### src/rtl/divider_bank_pkg.sv
// Shared types and constants for the clock-enable divider bank.
// Imported by the config interface, the per-channel divider and the bank top.

package divider_bank_pkg;

   // Channel lifecycle: stopped, free-running, or running with a queued update.
   typedef enum logic [1:0] {
      OFF      = 2'd0,
      RUN      = 2'd1,
      RUN_PEND = 2'd2
   } ch_state_t;

   // Smallest divisor that still yields a wrap with a defined high/low phase.
   localparam int MIN_DIV = 2;

   // Width of a channel index; never narrower than one bit.
   function automatic int ch_idx_w(input int num_ch);
      return (num_ch > 1) ? $clog2(num_ch) : 1;
   endfunction

endpackage

### src/rtl/divider_bank_if.sv
// Config write port and per-channel outputs of the divider bank.
// Handshake: a write transfers on a clock edge where cfg_valid && cfg_ready; the master holds
// cfg_ch/cfg_div/cfg_en stable while cfg_valid is high, and cfg_ready may depend on cfg_ch.

interface divider_bank_if #(
   parameter int NUM_CH = 4,
   parameter int CNT_W  = 28
);

   localparam int IDX_W = divider_bank_pkg::ch_idx_w(NUM_CH);

   logic              cfg_valid;
   logic              cfg_ready;
   logic [IDX_W-1:0]  cfg_ch;
   logic [CNT_W-1:0]  cfg_div;
   logic              cfg_en;
   logic              cfg_err;
   logic [NUM_CH-1:0] clock_out;
   logic [NUM_CH-1:0] tick_out;
   logic [NUM_CH-1:0] ch_active;

   modport master (
      output cfg_valid,
      output cfg_ch,
      output cfg_div,
      output cfg_en,
      input  cfg_ready,
      input  cfg_err,
      input  clock_out,
      input  tick_out,
      input  ch_active
   );

   modport slave (
      input  cfg_valid,
      input  cfg_ch,
      input  cfg_div,
      input  cfg_en,
      output cfg_ready,
      output cfg_err,
      output clock_out,
      output tick_out,
      output ch_active
   );

endinterface

### src/rtl/divider_channel.sv
// One programmable clock-enable divider: counter, divisor, queued update and glitch-free outputs.
// FSM state is visible through the active (state != OFF) and pend (state == RUN_PEND) outputs.

module divider_channel
   import divider_bank_pkg::*;
#(
   parameter int               CNT_W       = 28,
   parameter logic [CNT_W-1:0] DEFAULT_DIV = CNT_W'(50000000)
) (
   input  logic             clock_in,
   input  logic             reset,
   input  logic             wr,
   input  logic [CNT_W-1:0] wr_div,
   input  logic             wr_en,
   output logic             clock_out,
   output logic             tick_out,
   output logic             active,
   output logic             pend
);

   ch_state_t        state;
   ch_state_t        state_d;
   logic [CNT_W-1:0] div_q;
   logic [CNT_W-1:0] div_d;
   logic [CNT_W-1:0] cnt_q;
   logic [CNT_W-1:0] cnt_d;
   logic [CNT_W-1:0] pend_div_q;
   logic [CNT_W-1:0] pend_div_d;
   logic             pend_en_q;
   logic             pend_en_d;
   logic             wrap;
   logic             clock_d;
   logic             tick_d;

   // State register; outputs are registered alongside so they never glitch.
   always_ff @(posedge clock_in) begin
      if (reset) begin
         state      <= OFF;
         div_q      <= DEFAULT_DIV;
         cnt_q      <= '0;
         pend_div_q <= DEFAULT_DIV;
         pend_en_q  <= 1'b0;
         clock_out  <= 1'b0;
         tick_out   <= 1'b0;
      end else begin
         state      <= state_d;
         div_q      <= div_d;
         cnt_q      <= cnt_d;
         pend_div_q <= pend_div_d;
         pend_en_q  <= pend_en_d;
         clock_out  <= clock_d;
         tick_out   <= tick_d;
      end
   end

   // Next-state logic. The >= compare lets a counter stranded above a shorter divisor still wrap.
   always_comb begin
      state_d    = state;
      div_d      = div_q;
      cnt_d      = cnt_q;
      pend_div_d = pend_div_q;
      pend_en_d  = pend_en_q;
      wrap       = (state != OFF) && (cnt_q >= (div_q - CNT_W'(1)));

      case (state)
         OFF: begin
            cnt_d = '0;
            if (wr) begin
               div_d = wr_div;
               if (wr_en) begin
                  state_d = RUN;
               end
            end
         end

         RUN: begin
            cnt_d = wrap ? '0 : (cnt_q + CNT_W'(1));
            if (wr) begin
               pend_div_d = wr_div;
               pend_en_d  = wr_en;
               state_d    = RUN_PEND;
            end
         end

         RUN_PEND: begin
            cnt_d = wrap ? '0 : (cnt_q + CNT_W'(1));
            if (wrap) begin
               div_d   = pend_div_q;
               state_d = pend_en_q ? RUN : OFF;
            end
            // A write landing on the wrap edge queues behind the update being applied now.
            if (wr) begin
               pend_div_d = wr_div;
               pend_en_d  = wr_en;
               state_d    = RUN_PEND;
            end
         end

         default: begin
            state_d = OFF;
            cnt_d   = '0;
         end
      endcase
   end

   // Output logic: computed from next-cycle values so tick and the first high phase line up.
   always_comb begin
      clock_d = (state_d != OFF) && (cnt_d < (div_d >> 1));
      tick_d  = wrap && (state_d != OFF);
   end

   assign active = (state != OFF);
   assign pend   = (state == RUN_PEND);

endmodule

### src/rtl/divider_bank_controller.sv
// Bank of NUM_CH clock-enable dividers behind a single valid/ready config write port.
// Decodes and validates writes, steers them to one channel and reports rejected writes.

module divider_bank_controller
   import divider_bank_pkg::*;
#(
   parameter int               NUM_CH      = 4,
   parameter int               CNT_W       = 28,
   parameter logic [CNT_W-1:0] DEFAULT_DIV = CNT_W'(50000000)
) (
   input  logic         clock_in,
   input  logic         reset,
   divider_bank_if.slave cfg
);

   localparam int IDX_W = ch_idx_w(NUM_CH);

   logic              ch_ok;
   logic              div_ok;
   logic              accept;
   logic              wr_ok;
   logic              cfg_err_d;
   logic [NUM_CH-1:0] wr;
   logic [NUM_CH-1:0] pend;

   // A channel with an update already queued cannot take another until its wrap.
   always_comb begin
      cfg.cfg_ready = 1'b1;
      for (int i = 0; i < NUM_CH; i++) begin
         if (pend[i] && (cfg.cfg_ch == IDX_W'(i))) begin
            cfg.cfg_ready = 1'b0;
         end
      end
   end

   // Invalid writes still complete the handshake so the master never stalls on them.
   always_comb begin
      ch_ok     = (int'(cfg.cfg_ch) < NUM_CH);
      div_ok    = (cfg.cfg_div >= CNT_W'(MIN_DIV));
      accept    = cfg.cfg_valid && cfg.cfg_ready;
      wr_ok     = accept && ch_ok && div_ok;
      cfg_err_d = accept && !(ch_ok && div_ok);
   end

   always_ff @(posedge clock_in) begin
      if (reset) begin
         cfg.cfg_err <= 1'b0;
      end else begin
         cfg.cfg_err <= cfg_err_d;
      end
   end

   for (genvar i = 0; i < NUM_CH; i++) begin : g_ch
      assign wr[i] = wr_ok && (cfg.cfg_ch == IDX_W'(i));

      divider_channel #(
         .CNT_W       (CNT_W),
         .DEFAULT_DIV (DEFAULT_DIV)
      ) u_channel (
         .clock_in  (clock_in),
         .reset     (reset),
         .wr        (wr[i]),
         .wr_div    (cfg.cfg_div),
         .wr_en     (cfg.cfg_en),
         .clock_out (cfg.clock_out[i]),
         .tick_out  (cfg.tick_out[i]),
         .active    (cfg.ch_active[i]),
         .pend      (pend[i])
      );
   end

endmodule
### src/flat_wrapper.sv
// flat-port wrapper written by rule: the top's interface ports become plain ports
module divider_bank_controller_flat import divider_bank_pkg::*;
#(
   parameter int               NUM_CH      = 4,
   parameter int               CNT_W       = 28,
   parameter logic [CNT_W-1:0] DEFAULT_DIV = CNT_W'(50000000)
)
  (clock_in, reset, cfg_cfg_valid, cfg_cfg_ch, cfg_cfg_div, cfg_cfg_en, cfg_cfg_ready, cfg_cfg_err, cfg_clock_out, cfg_tick_out, cfg_ch_active);
  divider_bank_if #(.NUM_CH(NUM_CH), .CNT_W(CNT_W)) cfg_i ();
  input  logic clock_in;
  input  logic reset;
  input wire logic [$bits(cfg_i.cfg_valid)-1:0] cfg_cfg_valid;
  input wire logic [$bits(cfg_i.cfg_ch)-1:0] cfg_cfg_ch;
  input wire logic [$bits(cfg_i.cfg_div)-1:0] cfg_cfg_div;
  input wire logic [$bits(cfg_i.cfg_en)-1:0] cfg_cfg_en;
  output wire logic [$bits(cfg_i.cfg_ready)-1:0] cfg_cfg_ready;
  output wire logic [$bits(cfg_i.cfg_err)-1:0] cfg_cfg_err;
  output wire logic [$bits(cfg_i.clock_out)-1:0] cfg_clock_out;
  output wire logic [$bits(cfg_i.tick_out)-1:0] cfg_tick_out;
  output wire logic [$bits(cfg_i.ch_active)-1:0] cfg_ch_active;
  assign cfg_i.cfg_valid = cfg_cfg_valid;
  assign cfg_i.cfg_ch = cfg_cfg_ch;
  assign cfg_i.cfg_div = cfg_cfg_div;
  assign cfg_i.cfg_en = cfg_cfg_en;
  assign cfg_cfg_ready = cfg_i.cfg_ready;
  assign cfg_cfg_err = cfg_i.cfg_err;
  assign cfg_clock_out = cfg_i.clock_out;
  assign cfg_tick_out = cfg_i.tick_out;
  assign cfg_ch_active = cfg_i.ch_active;
  divider_bank_controller #(.NUM_CH(NUM_CH), .CNT_W(CNT_W), .DEFAULT_DIV(DEFAULT_DIV)) u_core (.clock_in(clock_in), .reset(reset), .cfg(cfg_i));
endmodule
### config.mk
export PLATFORM = sky130hd
export DESIGN_NAME = divider_bank_controller_flat
export DESIGN_NICKNAME = d
export VERILOG_FILES = /design/src/rtl/divider_bank_pkg.sv /design/src/rtl/divider_bank_if.sv /design/src/rtl/divider_channel.sv /design/src/rtl/divider_bank_controller.sv /design/src/flat_wrapper.sv
export SDC_FILE = /design/constraint.sdc
export NUM_CORES = 1
export LEC_CHECK = 0
export ABC_CLOCK_PERIOD_IN_PS = 7400
export CAP_MARGIN = 20
export CELL_PAD_IN_SITES_DETAIL_PLACEMENT = 0
export CELL_PAD_IN_SITES_GLOBAL_PLACEMENT = 1
export CORE_ASPECT_RATIO = 0.8
export CORE_MARGIN = 5
export CORE_UTILIZATION = 48
export CTS_CLUSTER_DIAMETER = 50
export CTS_CLUSTER_SIZE = 16
export DETAILED_ROUTE_END_ITERATION = 6
export PLACE_DENSITY = 0.9
export SYNTH_ARGS = -nofsm -noshare
export SYNTH_HDL_FRONTEND = slang
export SYNTH_HIERARCHICAL = 1
export SYNTH_SLANG_ARGS = --single-unit
export TNS_END_PERCENT = 50
### constraint.sdc
create_clock -name clock_in -period 7.4 [get_ports clock_in]
set_input_delay 1.48 -clock clock_in [delete_from_list [all_inputs] [get_ports clock_in]]
set_output_delay 1.48 -clock clock_in [all_outputs]
set_load 0.005 [all_outputs]
==> run metrics <==
Tmin final 6.66 ns; DP Cell Count between 3000 and 4000; effective utilization at floorplan between 40% and 50%; largest net degree at the start of global routing just under 100; Synth area leaders dfxtp_1, ha_1, nand2_1; Max-Slew Margin vs Limit 23.2%; Layout fillers 4316; DR vias between 20000 and 25000; #FFs+latches synth 357; critical path's largest stage delay ~0.56 ns; crit path max fanout 14; flop-to-flop setup slack 0.74 ns; Synthesized Nets ~3100; Post-DP HPWL 50700 um; Detailed Route WL approximately 70000 um; Clock transition at path regs approximately 0.07 ns; final hold violation count 0; CP required 7.85 ns; CP endpoint kind flip-flop; Peak Freq between 150 and 200 MHz; Finish-stage setup viols 0; worst hold path type flip-flop to flip-flop; Synth Instances 2777; syn avg cell area just over 8 um^2; Static Leak between 9 and 10 nW; number of remaining DRC errors 25; # diodes 0; sequential element share of the synthesized area between 30 and 40%; failing checks DRC; Multi-input gate area around 15000 um^2; share of cells above drive strength 1 8.27%; Finished Layout Cells between 3000 and 4000; Via density between 6 and 7; GPL Wtd Cong 0.919; Crit path arrival time 7.11 ns; total grt overflow 0; Port Buf Inserts 47; EDFF count, synth 0; wire length per cell a little over 20 um; Die Height between 200 and 250 um; DIE WIDTH ~250 um; vias in the first global route between 15000 and 20000; TritonCTS clock tree yes; Final period util between 90% and 100%; count of distinct cell types in the synthesized netlist between 80 and 90; # H-tree levels 2; power per cell area 189 nW/um^2; Clock Skews approximately 0.022 ns; commonest non-fill, non-tap cell in the layout nand2_1; maximum vdd ir drop 148 uV; Clock Path Buffers 3; Ys Warns 6; # Max-Cap Violations 0; Core ar. ~47000 um^2; Root Buffer clkbuf_16; Top Ports 48; DIE AREA 52300 um^2; status complete, but fails checks; std cell rows 71; first-pass GRT wire length roughly 110000 um; crit-path cells or3_1 -> nor4_1 -> nor4b_2 -> nand2_1 -> or4_1 -> xor2_1 -> ha_1 -> nand4_1 -> nor2_1 -> a221oi_1 -> a31oi_2 -> nor2_4 -> nor2b_1 -> buf_4 -> a222oi_1 -> ha_1 -> a21o_1 -> a21o_1 -> a21oi_1 -> nor2_1 -> a2111oi_0 -> o21ai_0 -> a2111oi_1; Syn Std Cell Area roughly 23000 um^2; CTS hold repair buffers 0; most frequent cells in the layout nand2_1, dfxtp_1, nor2_1; RSZ-0062 raised after global routing false; postcts setup bufs 0; Synth Flop Type dfxtp_1; Slew Viols, Final 0; FF/Latch Area between 7000 and 8000 um^2; Async SR Flop Fraction 0%; CTS sink cnt 357; slew of the pin with the lowest slew margin between 1 and 1.5 ns; Tot GR Track Use between 20% and 30%; Num CTS Buffers 39; Yosys top cell area share 31.2%; Area growth syn-to-layout 10.9%; critical path class flip-flop to flip-flop; Worst path slowest cell or4_1; nets between 3000 and 4000; CTS resizes 0; DRT antenna net count 0; initial antenna violation count 0; nature of the critical path startpoint flip-flop; Initial DRC Count ~2600; dominant cell type by area after synthesis dfxtp_1; setup TNS 0 ns; Worst-Skew Late Latency 0.58 ns; count of TritonRoute iterations in the first routing pass 7
critical path: cells and delay by family (launching register included):
family | cells | cell delay, ns
adders and majority gates | 2 | 0.66
xor gates and xnor gates | 1 | 0.18
AOI/OAI and AO/OA | 9 | 2.34
DFF | 1 | 0.35
buffers and inverters | 1 | 0.24
and+or+nand+nor | 10 | 2.76
power breakdown:
group          switching [mW]  leakage [nW]  internal (mW)
sequential             0.0707          2.89           1.96
combinational           0.376          6.42          0.244
clock                   0.903         0.684           1.24
total                    1.35          10.0           3.45
per-layer routing:
layer  vias to the layer above  part of all wire, %  routed length, um  global-route usage, %
met2                       798                   40              27700                   35.7
met5                         -                    0                  0                      0
li1                      10057                    -                  -                      -
met1                      9955                   48              33500                   40.0
met3                       108                  9.0               6290                   5.05
met4                         0                  3.3               2280                   8.01
cells in the mapped netlist, types with 4 or more instances:
library cell,instances
a31oi_1,8
a22oi_1,7
nor2_1,301
a221oi_1,16
nand3_1,117
buf_1,21
o211ai_1,16
a22o_1,14
inv_1,43
o21a_1,6
nand3b_1,14
nand2_1,399
xnor2_1,119
xor2_1,89
a211o_1,12
nor2b_1,12
a222oi_1,78
a2111oi_0,11
a21oi_1,165
clkbuf_1,103
buf_6,8
a211oi_1,23
buf_2,13
or3_1,12
or4_1,9
and2_1,18
a21o_1,31
and4_1,11
nand4_1,38
nor4_4,4
nor4_1,36
ha_1,240
mux2_2,68
dfxtp_1,357
nor3_1,148
mux2i_1,24
o21ai_0,49
o21bai_1,4
and3_1,24
nand2b_1,25
mux2_1,15
flip-flops by register name (all words and copies together), names as in the netlist:
name,cells
u_core/g_ch.u_channel/div_q,112
u_core/g_ch.u_channel/state,8
u_core/g_ch.u_channel/cnt_q,112
u_core/g_ch.u_channel/pend_div_q,112
u_core/g_ch.u_channel/pend_en_q,4
u_core/g_ch.u_channel/tick_out,4
u_core/g_ch.u_channel/clock_out,4
u_core/cfg.cfg_err,1
worst paths after layout:
kind | from | to | depth (start not counted)
setup / recovery | u_core/g_ch[1].u_channel/div_q[2] | u_core/g_ch[1].u_channel/clock_out | 23
hold / removal | u_core/g_ch[3].u_channel/pend_div_q[18] | u_core/g_ch[3].u_channel/pend_div_q[18] | 2
setup reg to reg | u_core/g_ch[1].u_channel/div_q[2] | u_core/g_ch[1].u_channel/clock_out | 23
hold reg to reg | u_core/g_ch[3].u_channel/pend_div_q[18] | u_core/g_ch[3].u_channel/pend_div_q[18] | 2
layout make-up:
type / instances / area share [%]
clock inverters: 23 / 1.21
repair buffers: 106 / 3.72
clock buffers: 47 / 4.24
well taps: 620 / 3.05
multi-input cells: 2228 / 59.0
inverters: 45 / 0.664
flip-flops and latches: 357 / 28.1
logic make-up after synthesis:
kind of cell | after synthesis | synth area share (%)
AOI/OAI and AO/OA | 476 | 14.6
buffers and inverters | 192 | 3.51
xor gates and xnor gates | 208 | 7.95
muxes | 108 | 5.22
and+or+nand+nor | 1196 | 24.4
adders and majority gates | 240 | 13.1
DFF | 357 | 31.2
through the flow:
stage / total power [mW] / hold slack, ns / instance area [um^2] / setup slack (ns) / utilization, %
global route: 4.97 / 0.473 / 25400 / 0.110 / 53.9
CTS: 4.82 / 0.454 / 25400 / 0.729 / 53.8
detailed placement: 2.68 / 0.444 / 24000 / 0.422 / 50.9
finish: 4.80 / 0.457 / 25400 / 0.736 / 53.9
floorplan: 2.46 / 0.430 / 22900 / 1.45 / -
global placement: 2.66 / 0.440 / 24000 / 0.642 / 50.9
(Power assumes the default switching activity.)
